File: config.mk
export PLATFORM = sky130hd
export DESIGN_NAME = pea_fire_scheduler_flat
export DESIGN_NICKNAME = d
export VERILOG_FILES = /design/src/rtl/pea_fire_scheduler_if.sv /design/src/rtl/pea_fire_scheduler.sv /design/src/flat_wrapper.sv
export SDC_FILE = /design/constraint.sdc
export NUM_CORES = 1
export LEC_CHECK = 0
export CORE_UTILIZATION = 45
export DETAILED_ROUTE_END_ITERATION = 8
export PLACE_DENSITY = 0.76
export SYNTH_ARGS = -nofsm -noshare
export SYNTH_HDL_FRONTEND = slang
export SYNTH_SLANG_ARGS = --single-unit
File: constraint.sdc
create_clock -name clk -period 5.1 [get_ports clk]
set_input_delay 1.02 -clock clk [delete_from_list [all_inputs] [get_ports clk]]
set_output_delay 1.02 -clock clk [all_outputs]
set_load 0.03 [all_outputs]
File: src/rtl/pea_fire_scheduler_if.sv
// Scheduler <-> PEA enable/invoke signal bundle. The slave modport is the scheduler side.
// Handshake: invoke stays high until FC is sampled high; FC/has_output are then held by the invoke module until it drops FC.
interface pea_fire_scheduler_if #(
    parameter int CNT_W = 16
);
    logic             run;
    logic             enable;
    logic             FC;
    logic             has_output;
    logic             clr_err;
    logic             invoke;
    logic [1:0]       next_instr;
    logic             busy;
    logic             timeout_err;
    logic [CNT_W-1:0] fire_count;
    logic [CNT_W-1:0] stall_count;
    logic [2:0]       fsm_state;

    modport slave (
        input  run, enable, FC, has_output, clr_err,
        output invoke, next_instr, busy, timeout_err, fire_count, stall_count, fsm_state
    );

    modport master (
        output run, enable, FC, has_output, clr_err,
        input  invoke, next_instr, busy, timeout_err, fire_count, stall_count, fsm_state
    );
endinterface

File: src/rtl/pea_fire_scheduler.sv
// Self-running CFDF firing loop for the PEA actor: invoke, wait for FC, advance mode.
// PEA_SCHED_STALL_CNT_EN enables the saturating stall counter; otherwise stall_count is tied to 0.
module pea_fire_scheduler #(
    parameter int TIMEOUT_CYCLES = 256,
    parameter int CNT_W          = 16
) (
    input logic                 clk,
    input logic                 rst,
    pea_fire_scheduler_if.slave bus
);
    localparam logic [2:0] S_IDLE    = 3'd0;
    localparam logic [2:0] S_CHECK   = 3'd1;
    localparam logic [2:0] S_FIRE    = 3'd2;
    localparam logic [2:0] S_WAIT_FC = 3'd3;
    localparam logic [2:0] S_RELEASE = 3'd4;
    localparam logic [2:0] S_ERR     = 3'd5;

    localparam logic [1:0] M_SETUP  = 2'b00;
    localparam logic [1:0] M_INSTR  = 2'b01;
    localparam logic [1:0] M_OUTPUT = 2'b10;

    localparam int WD_W = (TIMEOUT_CYCLES > 1) ? $clog2(TIMEOUT_CYCLES) : 1;
    localparam logic [WD_W-1:0] WD_LAST = WD_W'(TIMEOUT_CYCLES - 1);

    logic [2:0]       state, state_nx;
    logic             invoke_q;
    logic [1:0]       mode_q;
    logic [CNT_W-1:0] fire_cnt;
    logic [WD_W-1:0]  wd;
    logic             has_out_q;

    always_comb begin
        state_nx = state;
        case (state)
            S_IDLE:    if (bus.run) state_nx = S_CHECK;
            S_CHECK: begin
                if (!bus.run)        state_nx = S_IDLE;
                else if (bus.enable) state_nx = S_FIRE;
            end
            S_FIRE:    state_nx = S_WAIT_FC;
            // FC wins over the watchdog on the last allowed cycle.
            S_WAIT_FC: begin
                if (bus.FC)            state_nx = S_RELEASE;
                else if (wd == WD_LAST) state_nx = S_ERR;
            end
            S_RELEASE: if (!bus.FC) state_nx = S_CHECK;
            S_ERR:     if (bus.clr_err) state_nx = S_IDLE;
            default:   state_nx = S_IDLE;
        endcase
    end

    always_ff @(posedge clk or negedge rst) begin
        if (!rst) begin
            state     <= S_IDLE;
            invoke_q  <= 1'b0;
            mode_q    <= M_SETUP;
            fire_cnt  <= '0;
            wd        <= '0;
            has_out_q <= 1'b0;
        end else begin
            state    <= state_nx;
            invoke_q <= (state_nx == S_FIRE) || (state_nx == S_WAIT_FC);
            case (state)
                S_FIRE: wd <= '0;
                S_WAIT_FC: begin
                    if (bus.FC)             has_out_q <= bus.has_output;
                    else if (wd != WD_LAST) wd <= wd + 1'b1;
                end
                // Mode only moves here and on ERR exit, so it is stable throughout CHECK.
                S_RELEASE: begin
                    if (!bus.FC) begin
                        fire_cnt <= fire_cnt + 1'b1;
                        case (mode_q)
                            M_SETUP: mode_q <= M_INSTR;
                            M_INSTR: mode_q <= has_out_q ? M_OUTPUT : M_SETUP;
                            default: mode_q <= M_SETUP;
                        endcase
                    end
                end
                S_ERR: if (bus.clr_err) mode_q <= M_SETUP;
                default: ;
            endcase
        end
    end

`ifdef PEA_SCHED_STALL_CNT_EN
    logic [CNT_W-1:0] stall_cnt;

    always_ff @(posedge clk or negedge rst) begin
        if (!rst) begin
            stall_cnt <= '0;
        end else if (state == S_CHECK && bus.run && !bus.enable && stall_cnt != {CNT_W{1'b1}}) begin
            stall_cnt <= stall_cnt + 1'b1;
        end
    end

    assign bus.stall_count = stall_cnt;
`else
    assign bus.stall_count = '0;
`endif

    assign bus.invoke      = invoke_q;
    assign bus.next_instr  = mode_q;
    assign bus.busy        = (state != S_IDLE) && (state != S_ERR);
    assign bus.timeout_err = (state == S_ERR);
    assign bus.fire_count  = fire_cnt;
    assign bus.fsm_state   = state;
endmodule

File: src/flat_wrapper.sv
// flat-port wrapper written by rule: the top's interface ports become plain ports
module pea_fire_scheduler_flat 
#(
    parameter int TIMEOUT_CYCLES = 256,
    parameter int CNT_W          = 16
)
  (clk, rst, bus_run, bus_enable, bus_FC, bus_has_output, bus_clr_err, bus_invoke, bus_next_instr, bus_busy, bus_timeout_err, bus_fire_count, bus_stall_count, bus_fsm_state);
  pea_fire_scheduler_if #(.CNT_W(CNT_W)) bus_i ();
  input logic clk;
  input logic rst;
  input wire logic [$bits(bus_i.run)-1:0] bus_run;
  input wire logic [$bits(bus_i.enable)-1:0] bus_enable;
  input wire logic [$bits(bus_i.FC)-1:0] bus_FC;
  input wire logic [$bits(bus_i.has_output)-1:0] bus_has_output;
  input wire logic [$bits(bus_i.clr_err)-1:0] bus_clr_err;
  output wire logic [$bits(bus_i.invoke)-1:0] bus_invoke;
  output wire logic [$bits(bus_i.next_instr)-1:0] bus_next_instr;
  output wire logic [$bits(bus_i.busy)-1:0] bus_busy;
  output wire logic [$bits(bus_i.timeout_err)-1:0] bus_timeout_err;
  output wire logic [$bits(bus_i.fire_count)-1:0] bus_fire_count;
  output wire logic [$bits(bus_i.stall_count)-1:0] bus_stall_count;
  output wire logic [$bits(bus_i.fsm_state)-1:0] bus_fsm_state;
  assign bus_i.run = bus_run;
  assign bus_i.enable = bus_enable;
  assign bus_i.FC = bus_FC;
  assign bus_i.has_output = bus_has_output;
  assign bus_i.clr_err = bus_clr_err;
  assign bus_invoke = bus_i.invoke;
  assign bus_next_instr = bus_i.next_instr;
  assign bus_busy = bus_i.busy;
  assign bus_timeout_err = bus_i.timeout_err;
  assign bus_fire_count = bus_i.fire_count;
  assign bus_stall_count = bus_i.stall_count;
  assign bus_fsm_state = bus_i.fsm_state;
  pea_fire_scheduler #(.TIMEOUT_CYCLES(TIMEOUT_CYCLES), .CNT_W(CNT_W)) u_core (.clk(clk), .rst(rst), .bus(bus_i));
endmodule
==> results of run 1 <==
-- cell type report --
| class | count | area [µm²] | area share |
|---|---|---|---|
| Multi-Input combinational cell | 121 | 806 | 0.394 |
| Sequential cell | 31 | 776 | 0.380 |
| Timing Repair Buffer | 31 | 308 | 0.151 |
| Clock buffer | 7 | 76.3 | 0.0374 |
| Tap cell | 46 | 57.6 | 0.0282 |
| Inverter | 4 | 15.0 | 0.00735 |
| Clock inverter | 1 | 5.00 | 0.00245 |
-- metrics by stage --
step	util	area, µm²	hold slack [ps]	worst slack [ps]	cells
2_1_floorplan	-	1750	480	2760	178
3_3_place_gp	0.566	1960	459	2250	233
3_5_place_dp	0.566	1960	466	2160	233
4_1_cts	0.589	2040	474	2080	241
5_1_grt	0.589	2040	499	1960	241
6_report	0.589	2040	474	2080	241
-- power by group through the flow --
stage	sequential, mW	clock (mW)	combinational [mW]
global route	0.389	0.197	0.330
detailed placement	0.379	0	0.306
finish	0.375	0.180	0.303
floorplan	0.401	0	0.182
global placement	0.376	0	0.301
CTS	0.375	0.185	0.307
-- per-layer routing --
metal	share of wire	vias to the layer above	global-route usage
li1	-	609	-
met1	0.43	627	0.225
met2	0.50	42	0.285
met3	0.056	4	0.0543
met4	0.0096	0	0.0625
met5	0	-	0
-- cells in the mapped netlist (3+ instances only) --
cell type | n | area share
sky130_fd_sc_hd__a21oi_1 | 3 | 0.0089
sky130_fd_sc_hd__and4_1 | 5 | 0.026
sky130_fd_sc_hd__buf_4 | 17 | 0.076
sky130_fd_sc_hd__clkbuf_1 | 3 | 0.0067
sky130_fd_sc_hd__dfrtp_1 | 31 | 0.46
sky130_fd_sc_hd__inv_1 | 4 | 0.0089
sky130_fd_sc_hd__mux2_2 | 3 | 0.020
sky130_fd_sc_hd__mux2i_1 | 5 | 0.030
sky130_fd_sc_hd__nand2_1 | 16 | 0.036
sky130_fd_sc_hd__nand2b_1 | 3 | 0.011
sky130_fd_sc_hd__nand3_1 | 9 | 0.027
sky130_fd_sc_hd__nand4_1 | 6 | 0.022
sky130_fd_sc_hd__nor2_1 | 8 | 0.018
sky130_fd_sc_hd__nor3_1 | 3 | 0.0089
sky130_fd_sc_hd__o21ai_0 | 3 | 0.0089
sky130_fd_sc_hd__xnor2_1 | 11 | 0.057
sky130_fd_sc_hd__xor2_1 | 6 | 0.031
-- path summary, 6_finish.rpt --
| path | start | to | depth (start not counted) |
|---|---|---|---|
| max in group asynchronous | rst | u_core.bus.fire_count[0] | 2 |
| hold / removal | u_core.bus.fire_count[15] | u_core.bus.fire_count[15] | 1 |
| hold reg to reg | u_core.bus.fire_count[15] | u_core.bus.fire_count[15] | 1 |
| setup reg to reg | u_core.bus.fsm_state[0] | u_core.bus.fire_count[12] | 4 |
| setup / recovery | u_core.bus.fsm_state[0] | bus_timeout_err | 3 |
| min in group asynchronous | rst | u_core.bus.fire_count[3] | 2 |
-- worst max-delay path: stages (launching register included) --
cell and delay [ps]:
sky130_fd_sc_hd__dfrtp_1 720, sky130_fd_sc_hd__inv_1 180, sky130_fd_sc_hd__nor2_1 140, sky130_fd_sc_hd__clkdlybuf4s50_1 680
-- registers in the layout, summed over array words and instances (netlist names) --
signal and count:
u_core.has_out_q 1, u_core.bus.invoke 1, u_core.wd 8, u_core.bus.next_instr 2, u_core.bus.fire_count 16, u_core.bus.fsm_state 3
-- logic make-up after synthesis --
family	synth area share
compound gates	0.0985
xor+xnor	0.0881
fa+ha+maj	0.0148
buf+inv	0.0970
flops	0.459
mux	0.0496
other cells	0.00222
simple gates	0.190
==> results_dict.tcl, run 1 <==
set metrics [dict create \
    place.port_buffers 30 \
    post_synth_inst_count 163 \
    power.combinational.fraction 0.354 \
    yosys_register_bits 31 \
    clk-insertion-delay-late_ps 280 \
    holdBufCountCts 0 \
    antenna-diode-count 0 \
    clock-sinks 31 \
    cell_area_after_synthesis_um2 1690 \
    most-common-layout-cells "31 x sky130_fd_sc_hd__dfrtp_1, 30 x sky130_fd_sc_hd__clkdlybuf4s50_1, 16 x sky130_fd_sc_hd__nand2_1, 16 x sky130_fd_sc_hd__conb_1, 11 x sky130_fd_sc_hd__xnor2_1" \
    die_y_um 63.3 \
    cp.arrival_ps 2000 \
    syn_to_final_growth_pct 21.0 \
    finalSetupViolations 0 \
    final_max_slew_viol_count 0 \
    initialDrtViolationCount 62 \
    total_global_routing_overflow 0 \
    critical_path_required_ps 4080 \
    timing.slew.headroom 0.606 \
    finalClockSkew_ps 6.06 \
    final_routed_drc_violation_total 0 \
    power_mw 0.858 \
    worst_pin_slew_ps 591 \
    htree_num_levels 2 \
    clock_transition_at_the_register_clock_pins_on_the_worst_setup_and_hold_paths_after_cts_ps 60 \
    io-pin-count 47 \
    average_footprint_of_a_synthesized_cell_um2 10.4 \
    synthesis.yosys.warnings 0 \
    layout_commonest_cell "sky130_fd_sc_hd__dfrtp_1" \
    core_um2 3470 \
    routed-via-count 1282 \
    globalplace.congestion 0.791 \
    tns_ps 0 \
    top_reg_cell_synth "sky130_fd_sc_hd__dfrtp_1" \
    run_status "complete, no violations" \
    asyncSetResetFlopFracSynth 1.00 \
    number_of_global_route_vias_before_repair 1208 \
    leakage_nw 0.928 \
    post_synth_cell_types 39 \
    synth_seq_area_share 0.459 \
    tritoncts.num_buffers 5 \
    post_cts_resized 0 \
    dieWidth_um 63.3 \
    grt_setup_unrepaired "false" \
    max-vdd-ir-drop_v 0.000315 \
    clock_power_share 0.209 \
    period_share 0.592 \
    crit_fanout 16 \
    power.switching_mw 0.335 \
    period_minus_ws_final_ps 3020 \
    clock.fmax_mhz 331 \
    die_area_um2 4000 \
    seq_power_share 0.437 \
    antenna_found_initial 0 \
    final.fill_count 311 \
    maxCapViolCount 0 \
    floorplan.initialDensity 0.487 \
    globalRouteTotalUtil 0.177 \
    power_report.internal_total_mw 0.523 \
    post_drt_via_cell_ratio 5.32 \
    ctsLongestPathBuffers 2 \
    grt_max_degree 32 \
    total_power_density_per_cell_area_nw_per_um2 420 \
    edff_count_synth 0 \
    swShare 0.391 \
    critPathKind "flop to primary output" \
    post_route_cells_drive_above_1_share 0.0718 \
    startpoint_type "flop" \
    detailedRoute.firstPassIterationCount 4 \
    grt_pass1_wl_um 5580 \
    cts_setup_buffers 0 \
    reg_to_reg_slack_setup_ps 3190 \
    num_rows 21 \
    hold_viol_final 0 \
    nNetsFinal 203 \
    cts_tree "yes" \
    wl_per_cell_um 13.0 \
    route.antenna.remaining_nets 0 \
    postRouteWirelength_um 3120 \
    min-delay-path-class "flop to flop" \
    timing.critical_path.to_type "primary output" \
    clock-root-buffer "sky130_fd_sc_hd__clkbuf_8" \
    dp_hpwl_um 2330 \
]
Power figures use the tool's default switching activity.
==> inputs of run 2 (changes only) <==
--- a/config.mk
+++ b/config.mk
@@ -5,7 +5,7 @@
 export SDC_FILE = /design/constraint.sdc
 export NUM_CORES = 1
 export LEC_CHECK = 0
-export CORE_UTILIZATION = 45
+export CORE_UTILIZATION = 43
 export DETAILED_ROUTE_END_ITERATION = 8
 export PLACE_DENSITY = 0.76
 export SYNTH_ARGS = -nofsm -noshare
==> constraint.sdc (replaced) <==
create_clock -name clk -period 2.5 [get_ports clk]
set_input_delay 0.5 -clock clk [delete_from_list [all_inputs] [get_ports clk]]
set_output_delay 0.5 -clock clk [all_outputs]
set_load 0.03 [all_outputs]
==> results_dict.tcl, run 2 (synthesis results as in run 1) <==
set metrics [dict create \
    run_status "complete, no violations" \
    post_route_cells_drive_above_1_share 0.0960 \
    finalSetupViolations 0 \
    power.switching_mw 0.707 \
    dieWidth_um 64.7 \
    final_core_util 0.562 \
    total_power_density_per_cell_area_nw_per_um2 886 \
    critPathKind "flop to primary output" \
    worst_pin_slew_ps 507 \
    htree_num_levels 2 \
    syn_to_final_growth_pct 23.6 \
    min-delay-path-class "flop to flop" \
    globalRouteTotalUtil 0.173 \
    place.port_buffers 30 \
    grt_max_degree 32 \
    clock_power_share 0.236 \
    grt_pass1_wl_um 5420 \
    startpoint_type "flop" \
    cts_tree "yes" \
    clock_transition_at_the_register_clock_pins_on_the_worst_setup_and_hold_paths_after_cts_ps 70 \
    leakage_nw 0.951 \
    clock.fmax_mhz 434 \
    initialDrtViolationCount 75 \
    power_report.internal_total_mw 1.14 \
    finalWorstSetupSlack_ps 196 \
    tritoncts.num_buffers 5 \
    period_share 0.922 \
    maxCapViolCount 0 \
    place_ws_ps 313 \
    seq_power_share 0.393 \
    wl_per_cell_um 12.5 \
    power.combinational.fraction 0.371 \
    crit_fanout 10 \
    clk-insertion-delay-late_ps 280 \
    routed-via-count 1281 \
    cts_setup_buffers 0 \
    hold_viol_final 0 \
    route.antenna.remaining_nets 0 \
    antenna-diode-count 0 \
    number_of_global_route_vias_before_repair 1181 \
    dpl.cell_count 238 \
    timing.critical_path.to_type "primary output" \
    period_minus_ws_final_ps 2300 \
    total_global_routing_overflow 0 \
    holdBufCountCts 0 \
    tns_ps 0 \
    num_rows 22 \
    critical_path_required_ps 2000 \
    grt_setup_unrepaired "false" \
    clock-sinks 31 \
    io-pin-count 47 \
    post_drt_via_cell_ratio 5.21 \
    final_max_slew_viol_count 0 \
    postRouteWirelength_um 3090 \
    swShare 0.382 \
    cp.arrival_ps 1800 \
    clock-root-buffer "sky130_fd_sc_hd__clkbuf_8" \
    dp_hpwl_um 2170 \
    timing.slew.headroom 0.661 \
    post_dp_cell_area_um2 1990 \
    core_um2 3720 \
    die_area_um2 4180 \
    floorplan.initialDensity 0.455 \
    largest_register_ff_count 16 \
    postLayoutCellArea_um2 2090 \
    max-vdd-ir-drop_v 0.000552 \
    globalplace.congestion 0.804 \
    ctsLongestPathBuffers 2 \
    final_routed_drc_violation_total 0 \
    most-common-layout-cells "30 x sky130_fd_sc_hd__clkdlybuf4s50_1, 30 x sky130_fd_sc_hd__dfrtp_1, 16 x sky130_fd_sc_hd__nand2_1, 16 x sky130_fd_sc_hd__conb_1, 11 x sky130_fd_sc_hd__xnor2_1" \
    final_cell_count_no_fill 246 \
    antenna_found_initial 0 \
    finalClockSkew_ps 4.46 \
    detailedRoute.firstPassIterationCount 6 \
    nNetsFinal 206 \
    die_y_um 64.7 \
]
run 2: cell types whose count changed in the layout (fill, tap and decap cells not counted), sizes merged:
cell    previous run  this run
buf                1         4
clkbuf             7         8
clkinv             1         0
run 2: layout make-up:
cell class,instances,area [µm²]
clock buffers,8,100
fillers,333,1630
flip-flops and latches,31,777
repair buffers,34,330
inverters,4,15.0
well taps,48,60.1
multi-input cells,121,806
run 2: worst paths after layout:
| path | end | slack [ps] | start | cells past startpoint |
|---|---|---|---|---|
| worst max-delay path | bus_timeout_err | 200 | u_core.bus.fsm_state[0] | 3 |
| worst min-delay path | u_core.bus.fire_count[15] | 470 | u_core.bus.fire_count[15] | 1 |
| worst max register to register | u_core.bus.fire_count[12] | 550 | u_core.bus.fsm_state[0] | 5 |
| worst min register to register | u_core.bus.fire_count[15] | 470 | u_core.bus.fire_count[15] | 1 |
| max in group asynchronous | u_core.bus.fsm_state[2] | 1590 | rst | 2 |
| min in group asynchronous | u_core.bus.fire_count[5] | 610 | rst | 2 |
run 2: through the flow:
step / hold slack [ps] / total power, mW
3_5_place_dp: 475 / 1.42
6_report: 474 / 1.85
3_3_place_gp: 456 / 1.41
4_1_cts: 484 / 1.87
2_1_floorplan: 204 / 1.19
5_1_grt: 490 / 1.96
run 2: what timing repair did:
item,4_1_cts,5_1_grt
endpoints found under the setup margin,0,1
gates resized for setup,0,1
hold endpoints to repair,0,0
run 2: per-layer routing:
layer  GRT usage  share of wire  vias to the layer above
li1            -              -                      616
met1       0.207           0.45                      619
met2       0.270           0.49                       40
met3      0.0528          0.044                        6
met4       0.106          0.020                        0
met5           0              0                        -
run 2: power by group through the flow:
stage | registers (mW) | clock network, mW | logic (mW)
floorplan | 0.817 | 0 | 0.371
global placement | 0.735 | 0 | 0.679
detailed placement | 0.735 | 0 | 0.689
CTS | 0.727 | 0.449 | 0.693
global route | 0.747 | 0.472 | 0.744
finish | 0.728 | 0.437 | 0.686
run 2: worst max-delay path, cell delays in order, from the launching register on:
cell and delay [ps]:
sky130_fd_sc_hd__dfrtp_1 530, sky130_fd_sc_hd__inv_1 140, sky130_fd_sc_hd__nor2_1 150, sky130_fd_sc_hd__clkdlybuf4s50_1 690
